<file path="src/rtl/ro_capture_pkg.sv">
// Shared types and helpers for the readout capture block.
// Build option: RO_CAPTURE_TIMESTAMP_EN prepends a free-running timestamp to each record.
package ro_capture_pkg;

  // Channel index width: clog2 of the core count, never below one bit.
  function automatic int ch_w(input int n_ch);
    return (n_ch <= 2) ? 1 : $clog2(n_ch);
  endfunction

`ifdef RO_CAPTURE_TIMESTAMP_EN
  localparam bit TS_EN = 1'b1;
`else
  localparam bit TS_EN = 1'b0;
`endif

  // Record width for a given core count and timestamp width.
  function automatic int rec_w(input int n_ch, input int ts_w);
    return ch_w(n_ch) + 1 + (TS_EN ? ts_w : 0);
  endfunction

  localparam int N_CH_DEF  = 8;
  localparam int TS_W_DEF  = 16;
  localparam int CH_W_DEF  = ch_w(N_CH_DEF);
  localparam int REC_W_DEF = rec_w(N_CH_DEF, TS_W_DEF);

  // Field offsets inside a record (LSB first: pol, ch, ts).
  localparam int POL_LSB = 0;
  localparam int CH_LSB  = 1;
  localparam int TS_LSB  = CH_LSB + CH_W_DEF;

  typedef struct packed {
`ifdef RO_CAPTURE_TIMESTAMP_EN
    logic [TS_W_DEF-1:0] ts;
`endif
    logic [CH_W_DEF-1:0] ch;
    logic                pol;
  } rec_t;

endpackage

</file>
<file path="src/rtl/ro_capture_if.sv">
// Valid/ready record stream from the capture block to the host-side consumer.
interface ro_capture_if #(
  parameter int REC_W = 4
);
  logic             m_valid;
  logic             m_ready;
  logic [REC_W-1:0] m_data;

  modport master (output m_valid, output m_data, input m_ready);
  modport slave  (input m_valid, input m_data, output m_ready);
endinterface

</file>
<file path="src/rtl/ro_capture_fifo.sv">
// Record FIFO with a registered head: a record pushed at edge T is presented
// from T+1. Pointers carry one extra bit to tell full from empty.
module ro_capture_fifo #(
  parameter int DEPTH = 8,
  parameter int WIDTH = 4
) (
  input  logic             clk,
  input  logic             rst_n,
  input  logic             push_i,
  input  logic [WIDTH-1:0] wdata_i,
  output logic             full_o,
  input  logic             pop_i,
  output logic             valid_o,
  output logic [WIDTH-1:0] rdata_o
);
  localparam int AW = $clog2(DEPTH);

  logic [WIDTH-1:0] mem_q [DEPTH];
  logic [AW:0]      wr_ptr_q, rd_ptr_q;
  logic [AW:0]      occ;
  logic [AW-1:0]    rd_nxt_idx;
  logic [WIDTH-1:0] head_q;
  logic             empty, one_left, fire_pop, fire_push;

  assign empty      = (wr_ptr_q == rd_ptr_q);
  assign full_o     = (wr_ptr_q[AW] != rd_ptr_q[AW]) && (wr_ptr_q[AW-1:0] == rd_ptr_q[AW-1:0]);
  assign occ        = wr_ptr_q - rd_ptr_q;
  assign one_left   = (occ == (AW+1)'(1));
  assign rd_nxt_idx = rd_ptr_q[AW-1:0] + AW'(1);
  assign fire_pop   = pop_i && !empty;
  assign fire_push  = push_i && (!full_o || fire_pop);
  assign valid_o    = !empty;
  assign rdata_o    = head_q;

  // Storage array; contents are don't-care until written.
  always_ff @(posedge clk) begin
    if (fire_push) mem_q[wr_ptr_q[AW-1:0]] <= wdata_i;
  end

  // Read/write pointers.
  always_ff @(posedge clk or negedge rst_n) begin
    if (!rst_n) begin
      wr_ptr_q <= '0;
      rd_ptr_q <= '0;
    end else begin
      if (fire_push) wr_ptr_q <= wr_ptr_q + (AW+1)'(1);
      if (fire_pop)  rd_ptr_q <= rd_ptr_q + (AW+1)'(1);
    end
  end

  // Head register: load the incoming record when it becomes the head,
  // otherwise advance to the next stored entry on a pop.
  always_ff @(posedge clk or negedge rst_n) begin
    if (!rst_n) begin
      head_q <= '0;
    end else if (fire_push && (empty || (fire_pop && one_left))) begin
      head_q <= wdata_i;
    end else if (fire_pop && !one_left) begin
      head_q <= mem_q[rd_nxt_idx];
    end
  end

endmodule

</file>
<file path="src/rtl/ro_capture.sv">
// Readout bus capture: decodes the slot owner from single-bit gray transitions,
// samples the shared event/polarity lines in that slot, and queues records.
// Build option: RO_CAPTURE_TIMESTAMP_EN adds a TS_W-bit timestamp per record.
module ro_capture
  import ro_capture_pkg::*;
#(
  parameter int N_CH   = N_CH_DEF,
  parameter int DEPTH  = 8,
  parameter int DROP_W = 8,
  parameter int TS_W   = TS_W_DEF
) (
  input  logic              clk_master,
  input  logic              rstb,
  input  logic [N_CH-1:0]   gray,
  input  logic              rd_eve,
  input  logic              rd_pol,
  ro_capture_if.master      m,
  input  logic              clr,
  output logic              ovf,
  output logic              gray_err,
  output logic [DROP_W-1:0] drop_cnt
);
  localparam int CH_W  = ch_w(N_CH);
  localparam int REC_W = rec_w(N_CH, TS_W);

  logic [N_CH-1:0]   gray_q;
  logic [N_CH-1:0]   diff;
  logic              slot_ok, multi_hot;
  logic [CH_W-1:0]   slot_ch;
  logic              push, drop;
  logic [REC_W-1:0]  rec_d;
  logic              fifo_full, fifo_valid;
  logic [REC_W-1:0]  fifo_data;
  logic              ovf_q, gray_err_q;
  logic [DROP_W-1:0] drop_cnt_q;

  function automatic logic [DROP_W-1:0] sat_inc(input logic [DROP_W-1:0] v);
    return (&v) ? v : v + DROP_W'(1);
  endfunction

  assign diff      = gray ^ gray_q;
  assign slot_ok   = (diff != '0) && ((diff & (diff - N_CH'(1))) == '0);
  assign multi_hot = (diff != '0) && !slot_ok;

  // One-hot to channel index for the slot owner.
  always_comb begin
    slot_ch = '0;
    for (int k = 0; k < N_CH; k++) begin
      if (diff[k]) slot_ch = CH_W'(k);
    end
  end

  // Bus lines only matter inside a valid slot, so undriven values stay out of state.
  assign push = slot_ok && rd_eve;
  assign drop = push && fifo_full && !(fifo_valid && m.m_ready);

`ifdef RO_CAPTURE_TIMESTAMP_EN
  logic [TS_W-1:0] ts_q;

  // Free-running timestamp, wraps naturally.
  always_ff @(posedge clk_master or negedge rstb) begin
    if (!rstb) ts_q <= '0;
    else       ts_q <= ts_q + TS_W'(1);
  end

  assign rec_d = {ts_q, slot_ch, rd_pol};
`else
  assign rec_d = {slot_ch, rd_pol};
`endif

  // Previous gray value for transition detection.
  always_ff @(posedge clk_master or negedge rstb) begin
    if (!rstb) gray_q <= '0;
    else       gray_q <= gray;
  end

  // Sticky flags and drop counter; a new event in the clearing edge wins.
  always_ff @(posedge clk_master or negedge rstb) begin
    if (!rstb) begin
      ovf_q      <= 1'b0;
      gray_err_q <= 1'b0;
      drop_cnt_q <= '0;
    end else begin
      if (multi_hot)  gray_err_q <= 1'b1;
      else if (clr)   gray_err_q <= 1'b0;

      if (drop)       ovf_q <= 1'b1;
      else if (clr)   ovf_q <= 1'b0;

      if (drop)       drop_cnt_q <= clr ? DROP_W'(1) : sat_inc(drop_cnt_q);
      else if (clr)   drop_cnt_q <= '0;
    end
  end

  ro_capture_fifo #(
    .DEPTH (DEPTH),
    .WIDTH (REC_W)
  ) u_fifo (
    .clk     (clk_master),
    .rst_n   (rstb),
    .push_i  (push),
    .wdata_i (rec_d),
    .full_o  (fifo_full),
    .pop_i   (m.m_ready),
    .valid_o (fifo_valid),
    .rdata_o (fifo_data)
  );

  assign m.m_valid = fifo_valid;
  assign m.m_data  = fifo_data;
  assign ovf       = ovf_q;
  assign gray_err  = gray_err_q;
  assign drop_cnt  = drop_cnt_q;

endmodule
</file>
<file path="src/flat_wrapper.sv">
// flat-port wrapper written by rule: the top's interface ports become plain ports
module ro_capture_flat import ro_capture_pkg::*;
#(
  parameter int N_CH   = N_CH_DEF,
  parameter int DEPTH  = 8,
  parameter int DROP_W = 8,
  parameter int TS_W   = TS_W_DEF
)
  (clk_master, rstb, gray, rd_eve, rd_pol, clr, ovf, gray_err, drop_cnt, m_m_valid, m_m_data, m_m_ready);
  ro_capture_if m_i ();
  input  logic clk_master;
  input  logic rstb;
  input  logic [N_CH-1:0] gray;
  input  logic rd_eve;
  input  logic rd_pol;
  input  logic clr;
  output logic ovf;
  output logic gray_err;
  output logic [DROP_W-1:0] drop_cnt;
  output wire logic [$bits(m_i.m_valid)-1:0] m_m_valid;
  output wire logic [$bits(m_i.m_data)-1:0] m_m_data;
  input wire logic [$bits(m_i.m_ready)-1:0] m_m_ready;
  assign m_m_valid = m_i.m_valid;
  assign m_m_data = m_i.m_data;
  assign m_i.m_ready = m_m_ready;
  ro_capture #(.N_CH(N_CH), .DEPTH(DEPTH), .DROP_W(DROP_W), .TS_W(TS_W)) u_core (.clk_master(clk_master), .rstb(rstb), .gray(gray), .rd_eve(rd_eve), .rd_pol(rd_pol), .m(m_i), .clr(clr), .ovf(ovf), .gray_err(gray_err), .drop_cnt(drop_cnt));
endmodule
</file>
<file path="config.mk">
export PLATFORM = sky130hd
export DESIGN_NAME = ro_capture_flat
export DESIGN_NICKNAME = d
export VERILOG_FILES = /design/src/rtl/ro_capture_pkg.sv /design/src/rtl/ro_capture_if.sv /design/src/rtl/ro_capture_fifo.sv /design/src/rtl/ro_capture.sv /design/src/flat_wrapper.sv
export SDC_FILE = /design/constraint.sdc
export NUM_CORES = 1
export LEC_CHECK = 0
export ABC_CLOCK_PERIOD_IN_PS = 3050
export CORE_MARGIN = 2
export CORE_UTILIZATION = 45
export DETAILED_ROUTE_END_ITERATION = 8
export GPL_TIMING_DRIVEN = 0
export PLACE_DENSITY = 0.65
export SLEW_MARGIN = 15
export SYNTH_ARGS = -nofsm -noshare
export SYNTH_HDL_FRONTEND = slang
export SYNTH_SLANG_ARGS = --single-unit
export TNS_END_PERCENT = 20
</file>
<file path="constraint.sdc">
create_clock -name clk_master -period 3.05 [get_ports clk_master]
set_clock_uncertainty 0.05 [all_clocks]
set_input_delay 0.305 -clock clk_master [delete_from_list [all_inputs] [get_ports clk_master]]
set_output_delay 0.305 -clock clk_master [all_outputs]
set_load 0.05 [all_outputs]
</file>
* After elaboration in Yosys (flattened, before gate mapping)
Memory sizes are Yosys's and may differ from the RTL's.
Index checks and enable logic that the tools add are counted.
** Word-level totals
- Memories kept :: 1
- Memory bits (writable) :: 32
- Bits in registers :: 30
- Output and inout port bits :: 15
- Word-level logic and storage cells :: 64
** Operators by class
- Reductions and logical operators :: 25
- Bitwise operators :: 2
- Equality and inequality tests :: 5
- Multiplexer cells :: 18
- $add $sub $neg :: 6
** Memories
- u_core.u_fifo.mem_q :: depth 8, width 4, read ports 1, clocked after Yosys merged registers in 0, wr ports 1, line ro_capture_fifo.sv:18 : logic [WIDTH-1:0] mem_q [DEPTH];
** Operators with widths (number)
- $mux 8 :: 4
- $mux 3 :: 6
- $logic_and 1x1->1 :: 11
- $add 4x1->4 const B :: 2
- $add 8x1->8 const B :: 1
- $and 8x8->8 :: 1
- $logic_not 8->1 :: 1
- $mux 4 :: 2
- $reduce_and 8->1 :: 1
- $reduce_bool 8->1 :: 1
- $sub 8x1->8 const B :: 1
- $xor 8x8->8 :: 1
- $mux 1 :: 6
- $reduce_bool 2->1 :: 3
- $logic_not 1->1 :: 5
- $eq 4x1->1 const B :: 1
- $eq 4x4->1 :: 1
- $sub 4x4->4 :: 1
- $add 3x1->3 const B :: 1
- $eq 3x3->1 :: 1
- $logic_or 1x1->1 :: 2
- $ne 2x2->1 const B :: 1
- $reduce_and 2->1 :: 1
- $ne 1x1->1 :: 1

* Longest topological paths before layout
- Depth in word-level cells :: 10
- Depth in mapped cells :: 9
- Gate-level depth less buffers :: 8

* Hierarchy
A second synthesis with hierarchy kept.
** Unflattened totals
- Cell total of the unflattened synthesis :: 231
- Area, all modules :: 3065.4 µm²
** By module, submodules not included
- ro_capture_fifo :: instances 1, area an instance 2016.9 µm², cells an instance 134, seq. area each 1261.2 µm²
- ro_capture :: instances 1, area an instance 1048.5 µm², cells an instance 97, seq. area each 450.4 µm²

* Least setup slack after synthesis
Ideal clock, no wire load.
- Path kind :: register to register
- From :: register u_core.u_fifo.wr_ptr_q[0]
- To :: memory u_core.u_fifo.mem_q[0][0] (enable)
- Clock period less this slack :: 2.747 ns
- Cell stages (with the launch flop) :: 10
- Library setup time :: 0.377 ns
- Slack :: 0.303 ns
- Arrival time :: 2.320 ns
- Cells stage by stage :: dfrtp_1 -> clkbuf_1 -> inv_1 -> ha_1 -> and3_1 -> or3b_1 -> nand2_1 -> a21oi_1 -> nand2_2 -> nor4_1
** On the way
- Word-level cells in the longest chain between the ends :: 7
- Elaborated cells between the ends (all ways) :: 10
** RTL lines
- from (decl) :: line ro_capture_fifo.sv:19 : logic [AW:0] wr_ptr_q, rd_ptr_q;
- from (signal assigned) :: line ro_capture_fifo.sv:46 : if (fire_push) wr_ptr_q <= wr_ptr_q + (AW+1)'(1);
- $eq 4x4->1 / $eq 3x3->1 (equally long branches) :: line ro_capture_fifo.sv:25, ro_capture_fifo.sv:26
- $logic_not 1->1 / $logic_and 1x1->1 (equally long branches) :: line ro_capture_fifo.sv:30, ro_capture_fifo.sv:26
- $logic_and 1x1->1 / $logic_not 1->1 (equally long branches) :: line ro_capture_fifo.sv:30, ro_capture_fifo.sv:31
- $logic_or 1x1->1 :: line ro_capture_fifo.sv:31 : assign fire_push = push_i && (!full_o || fire_pop);
- $logic_and 1x1->1 :: line ro_capture_fifo.sv:31
- $mux 1 :: line ro_capture_fifo.sv:37 : if (fire_push) mem_q[wr_ptr_q[AW-1:0]] <= wdata_i;
- $mux 1 (implied by the code) :: line ro_capture_fifo.sv:37
- to (decl) :: line ro_capture_fifo.sv:18
Parallel ways exist; a longest one is shown, timed or not.

* Worst setup path in the final report
- From :: register u_core.u_fifo.wr_ptr_q[0]
- To :: register u_core.drop_cnt_q[3], in the netlist u_core.drop_cnt[3]
** On the way
- Word-level cells in the longest chain between the ends :: 7
- Elaborated cells between the ends (all ways) :: 11
** RTL lines
- $eq 4x4->1 :: line ro_capture_fifo.sv:25 : assign empty = (wr_ptr_q == rd_ptr_q);
- $logic_not 1->1 :: line ro_capture_fifo.sv:32 : assign valid_o = !empty;
- $logic_and 1x1->1 :: line ro_capture.sv:55 : assign drop = push && fifo_full && !(fifo_valid && m.m_ready);
- $logic_not 1->1 :: line ro_capture.sv:55
- $logic_and 1x1->1 (*) :: line ro_capture.sv:55
- $reduce_bool 2->1 (no line)
- $reduce_and 2->1 (no line)
- to (signal assigned) :: line ro_capture.sv:90 : if (drop) drop_cnt_q <= clr ? DROP_W'(1) : sat_inc(drop_cnt_q);
- to (decl) :: line ro_capture.sv:35 : logic [DROP_W-1:0] drop_cnt_q;
Every way passes the cells marked *; elsewhere a longest branch is shown, timed or not.
A chain may end at the register's enable or synchronous reset.

==> impl_table.tex <==
\begin{tabular}{lr}
\hline
Metric & Value \\
\hline
\multicolumn{2}{l}{\textbf{Drt}} \\
\quad Remaining antenna violation count & 0 \\
\quad Via total after detailed routing & 1,849 \\
\quad Number of remaining DRC errors & 0 \\
\quad Routed len/inst & approximately 16 um \\
\quad Aggregate routed wire length & around 5.6 mm \\
\quad Detailed Route Iter0 Violations & between 100 and 150 \\
\quad Via count normalized by instance count & around 5.4 \\
\quad Length of the first detailed-routing pass in iterations & 4 \\
\multicolumn{2}{l}{\textbf{Power and ir drop}} \\
\quad Share of power burned in registers & 0.366 \\
\quad Clock network power share & 0.285 \\
\quad Internal power & $\sim$1.9 mW \\
\quad Net switching power of the design & approximately 910 uW \\
\quad Sw frac & 0.327 \\
\quad Pwr dens & 779 mW/mm\^{}2 \\
\quad Part of the total power dissipated in combinational logic & 0.349 \\
\quad Reported leakage power & 1.40 nW \\
\quad VDD IR-drop max & 0.489 mV \\
\quad Overall power after layout & roughly 2.8 mW \\
\multicolumn{2}{l}{\textbf{Synthesis}} \\
\quad Number of synthesized flops with an enable pin & 32 \\
\quad Synth Warn \# & 0 \\
\quad Share of cell area taken by muxes after synthesis & 0.0903 \\
\quad Area share of fa/ha/maj cells after synthesis & 0.0358 \\
\quad Proportion of register bits with asynchronous set or reset after synthesis & 0.484 \\
\quad Netlist Area Pre-Place & between 0.002 and 0.003 mm\^{}2 \\
\quad Most instantiated flip-flop cell in the synthesis netlist & edfxtp\_1 \\
\quad Register bit count reported by yosys & 62 \\
\quad Post-Synth Simple-Gate Area & 0.126 \\
\quad Dominant combinational cell family by area after synthesis & simple AND/OR/NAND/NOR gates \\
\quad Count of mapped cells out of synthesis & 221 \\
\quad Mean instance size in the synthesized netlist & 13.3 um\^{}2 \\
\quad Synthesized net count & $\sim$240 \\
\quad Xor and xnor area share after synthesis & 0.0566 \\
\quad Sequential-to-total area share from yosys stat & 0.582 \\
\quad Cell variety after synth & 48 \\
\quad Synthesized-area fraction occupied by ao, oa, aoi and oai cells & 0.0826 \\
\multicolumn{2}{l}{\textbf{Setup path}} \\
\quad Top fanout value on the critical path & 8 \\
\quad Critical Path Sink Type & flip-flop \\
\quad FF-to-FF Start & u\_core.u\_fifo.wr\_ptr\_q[0]\$\_DFFE\_PN0P\_ \\
\quad Setup slack, reg-to-reg & 0.10 ns \\
\quad End of the worst register-to-register path & u\_core.drop\_cnt[3]\$\_DFFE\_PN0P\_ \\
\quad CP Data Arrival Time & 3.12 ns \\
\quad Worst path required time & roughly 3.2 ns \\
\quad R2R cell count & 9 \\
\quad Startpoint type of the worst setup path & flip-flop \\
\quad Type of the worst setup path & flip-flop to flip-flop \\
\quad Crit path to & u\_core.drop\_cnt[3]\$\_DFFE\_PN0P\_ \\
\quad Launch point of the worst path & u\_core.u\_fifo.wr\_ptr\_q[0]\$\_DFFE\_PN0P\_ \\
\multicolumn{2}{l}{\textbf{Layout}} \\
\quad Utilization after layout & 0.565 \\
\quad Diode count & 0 \\
\quad Fraction of final layout cells with drive strength greater than 1 & 0.154 \\
\quad \# fillers & between 500 and 600 \\
\quad Nets & $\sim$280 \\
\quad Area delta synth->final & 22.0\% \\
\multicolumn{2}{l}{\textbf{Timing}} \\
\quad Final hold violation count & 0 \\
\quad Unrepaired setup endpoints after global routing & true \\
\quad Number of failing setup endpoints in the final timing report & 0 \\
\quad Final cycle utilization of the critical path & 0.966 \\
\quad Achievable Freq & approximately 340 MHz \\
\quad Final Critical Period & about 2.9 ns \\
\quad Worst hold slack across all endpoints & 0.396 ns \\
\quad Headroom to the max-slew limit & 0.337 \\
\quad Final max-slew violation count & 0 \\
\quad Measured slew at the worst slew-check pin & between 0.9 and 1 ns \\
\multicolumn{2}{l}{\textbf{Clock tree}} \\
\quad Buffers inserted by post-CTS timing repair & 0 \\
\quad TritonCTS clock tree & yes \\
\quad Number of CTS-inserted buffers & 9 \\
\quad Maximum clock insertion buffer count & 2 \\
\quad Depth of the CTS H-tree & 3 \\
\quad Count of clock tree sinks & between 60 and 70 \\
\quad Clk\_lat worst skew & between 0.3 and 0.4 ns \\
\quad Clk pin slew, worst setup/hold paths & around 0.07 ns \\
\quad Clock tree root driver cell & clkbuf\_8 \\
\multicolumn{2}{l}{\textbf{GRT}} \\
\quad Number of antenna violations at the first check in global routing & 0 \\
\quad Number of global-route vias before repair & 1,915 \\
\quad Total GRT Usage & 0.178 \\
\quad Overflow left after global routing & 0 \\
\quad First-pass GRT wire length & 9.64 mm \\
\quad Largest net degree at the start of global routing & 31 \\
\multicolumn{2}{l}{\textbf{Placed design}} \\
\quad Last weighted congestion value of the routability-driven placer & around 0.76 \\
\quad Port buffer count & 28 \\
\quad Post-DP HPWL & 3.91 mm \\
\multicolumn{2}{l}{\textbf{Floorplanning}} \\
\quad Die height & 84.8 um \\
\quad Die extent in x & 84.8 um \\
\quad Site row count & 29 \\
\quad Core Region & 0.00635 mm\^{}2 \\
\quad Initial core utilization & 0.463 \\
\quad Top-level port count & 29 \\
\quad Die area & 0.00719 mm\^{}2 \\
\multicolumn{2}{l}{\textbf{Worst hold path}} \\
\quad Class of the tightest hold or removal check & input pin to flip-flop \\
\multicolumn{2}{l}{\textbf{Flow run}} \\
\quad Max-capacitance violation count & 0 \\
\multicolumn{2}{l}{\textbf{Run status}} \\
\quad Run status & finished clean \\
\hline
\end{tabular}
## synthesized netlist by cell type (4+ instances only)
cell,number,area (um^2)
mux4_2,8,180
edfxtp_1,32,961
dfrtp_1,30,751
xor2_1,9,78.8
inv_1,11,41.3
mux2i_1,4,40.0
and3_1,9,56.3
o21ai_0,5,25.0
nor2_1,13,48.8
nand2_1,13,48.8
a31oi_1,4,25.0
nand3_1,5,25.0
ha_1,6,75.1
a21oi_1,8,40.0
nor3_1,7,35.0
xnor2_1,10,87.6
## what timing repair did
item                       CTS  global route
setup endpoints to repair   22            16
resized for setup            8             1
gates cloned                 0             0
hold buffers                 1             0
hold endpoints to repair    30             0
## placed cells by master (no fill, tap or decap), drive strengths merged, types with 3 or more instances in the layout
cell           Yosys  routed
and2               3       3
a211oi             5       5
mux2               4       4
inv               11      11
nand2b             3       3
ha                 6       6
and3               9       9
mux2i              4       4
o21ai              6       6
nand3              5       5
clkbuf             3      15
xnor2             10      10
edfxtp            32      32
a221o              3       3
a21oi              8       8
nor2              13      13
clkdlybuf4s50      0      27
dfrtp             30      30
buf                3       4
nand2             14      14
a31oi              4       4
mux4               8       8
nor3               7       7
xor2               9       9
## registers in the layout, indices dropped and copies added (netlist names)
register and count:
u_core.gray_q 8, u_core.u_fifo.rdata_o 4, u_core.gray_err 1, u_core.ovf 1, u_core.u_fifo.wr_ptr_q 4, u_core.drop_cnt 8, u_core.u_fifo.mem_q 32, u_core.u_fifo.rd_ptr_q 4
## layer usage
| metal | up-vias | wire (um) | GRT usage |
|---|---|---|---|
| met5 | - | 0 | 0 |
| met4 | 0 | 103 | 0.0866 |
| met3 | 9 | 176 | 0.0477 |
| met2 | 30 | 2740 | 0.281 |
| met1 | 898 | 2540 | 0.228 |
| li1 | 912 | - | - |
## metrics by stage
step | setup TNS (ns) | cells | setup WS, ns | instance area, um^2
after floorplan | 0 | 221 | 0.303 | 2940
final | 0 | 343 | 0.104 | 3580
after global placement | -7.46 | 326 | -0.399 | 3320
after detailed placement | -8.06 | 326 | -0.413 | 3310
after global routing | -0.958 | 343 | -0.0872 | 3580
after CTS | 0 | 343 | 0.101 | 3580
## final cells by class
type                    count  area, um^2  area share
plain buffers               6        36.3      0.0101
flip-flops and latches     62        1710       0.477
repair buffers             29         285      0.0796
well taps                  77        96.3      0.0269
inverters                  11        41.3      0.0115
clock inverters             4        71.3      0.0199
clock buffers              12         145      0.0405
multi-input cells         142        1200       0.334
## power groups by stage
| stage | Sequential [mW] | Clock, mW | Combinational [mW] |
|---|---|---|---|
| 2_1_floorplan | 1.12 | 0 | 0.659 |
| 3_3_place_gp | 1.04 | 0 | 0.962 |
| 3_5_place_dp | 1.04 | 0 | 0.971 |
| 4_1_cts | 1.02 | 0.809 | 0.986 |
| 5_1_grt | 1.04 | 0.864 | 1.08 |
| 6_report | 1.02 | 0.795 | 0.975 |
## how the worst min path moves through the flow
stage                                                      from                                     to  slack, ns  cells after the start
after floorplan                                            rstb         u_core.drop_cnt[0]$_DFFE_PN0P_      -0.04                      0
after global placement    u_core.u_fifo.rd_ptr_q[3]$_DFFE_PN0P_  u_core.u_fifo.rd_ptr_q[3]$_DFFE_PN0P_       0.43                      1
after detailed placement                                   rstb             u_core.gray_q[2]$_DFF_PN0_       0.35                      1
after CTS                                               gray[1]             u_core.gray_q[1]$_DFF_PN0_       0.38                      1
after global routing                                    gray[1]             u_core.gray_q[1]$_DFF_PN0_       0.38                      1
final                                                   gray[1]             u_core.gray_q[1]$_DFF_PN0_       0.40                      1
## worst max-delay path, cell delays in order, from the launching register on
cell	delay (ns)
dfrtp_1	0.36
clkbuf_2	0.25
inv_1	0.08
ha_1	0.30
and3_1	0.21
or3b_1	0.45
a211oi_4	0.40
and2_4	0.25
and3_1	0.16
mux2_1	0.31
## kinds of logic after synthesis
| family | count (synthesis) |
|---|---|
| xor+xnor | 19 |
| buf+inv | 17 |
| simple gates | 66 |
| flops | 62 |
| compound gates | 33 |
| fa+ha+maj | 8 |
| mux | 16 |
(Power assumes the default switching activity.)
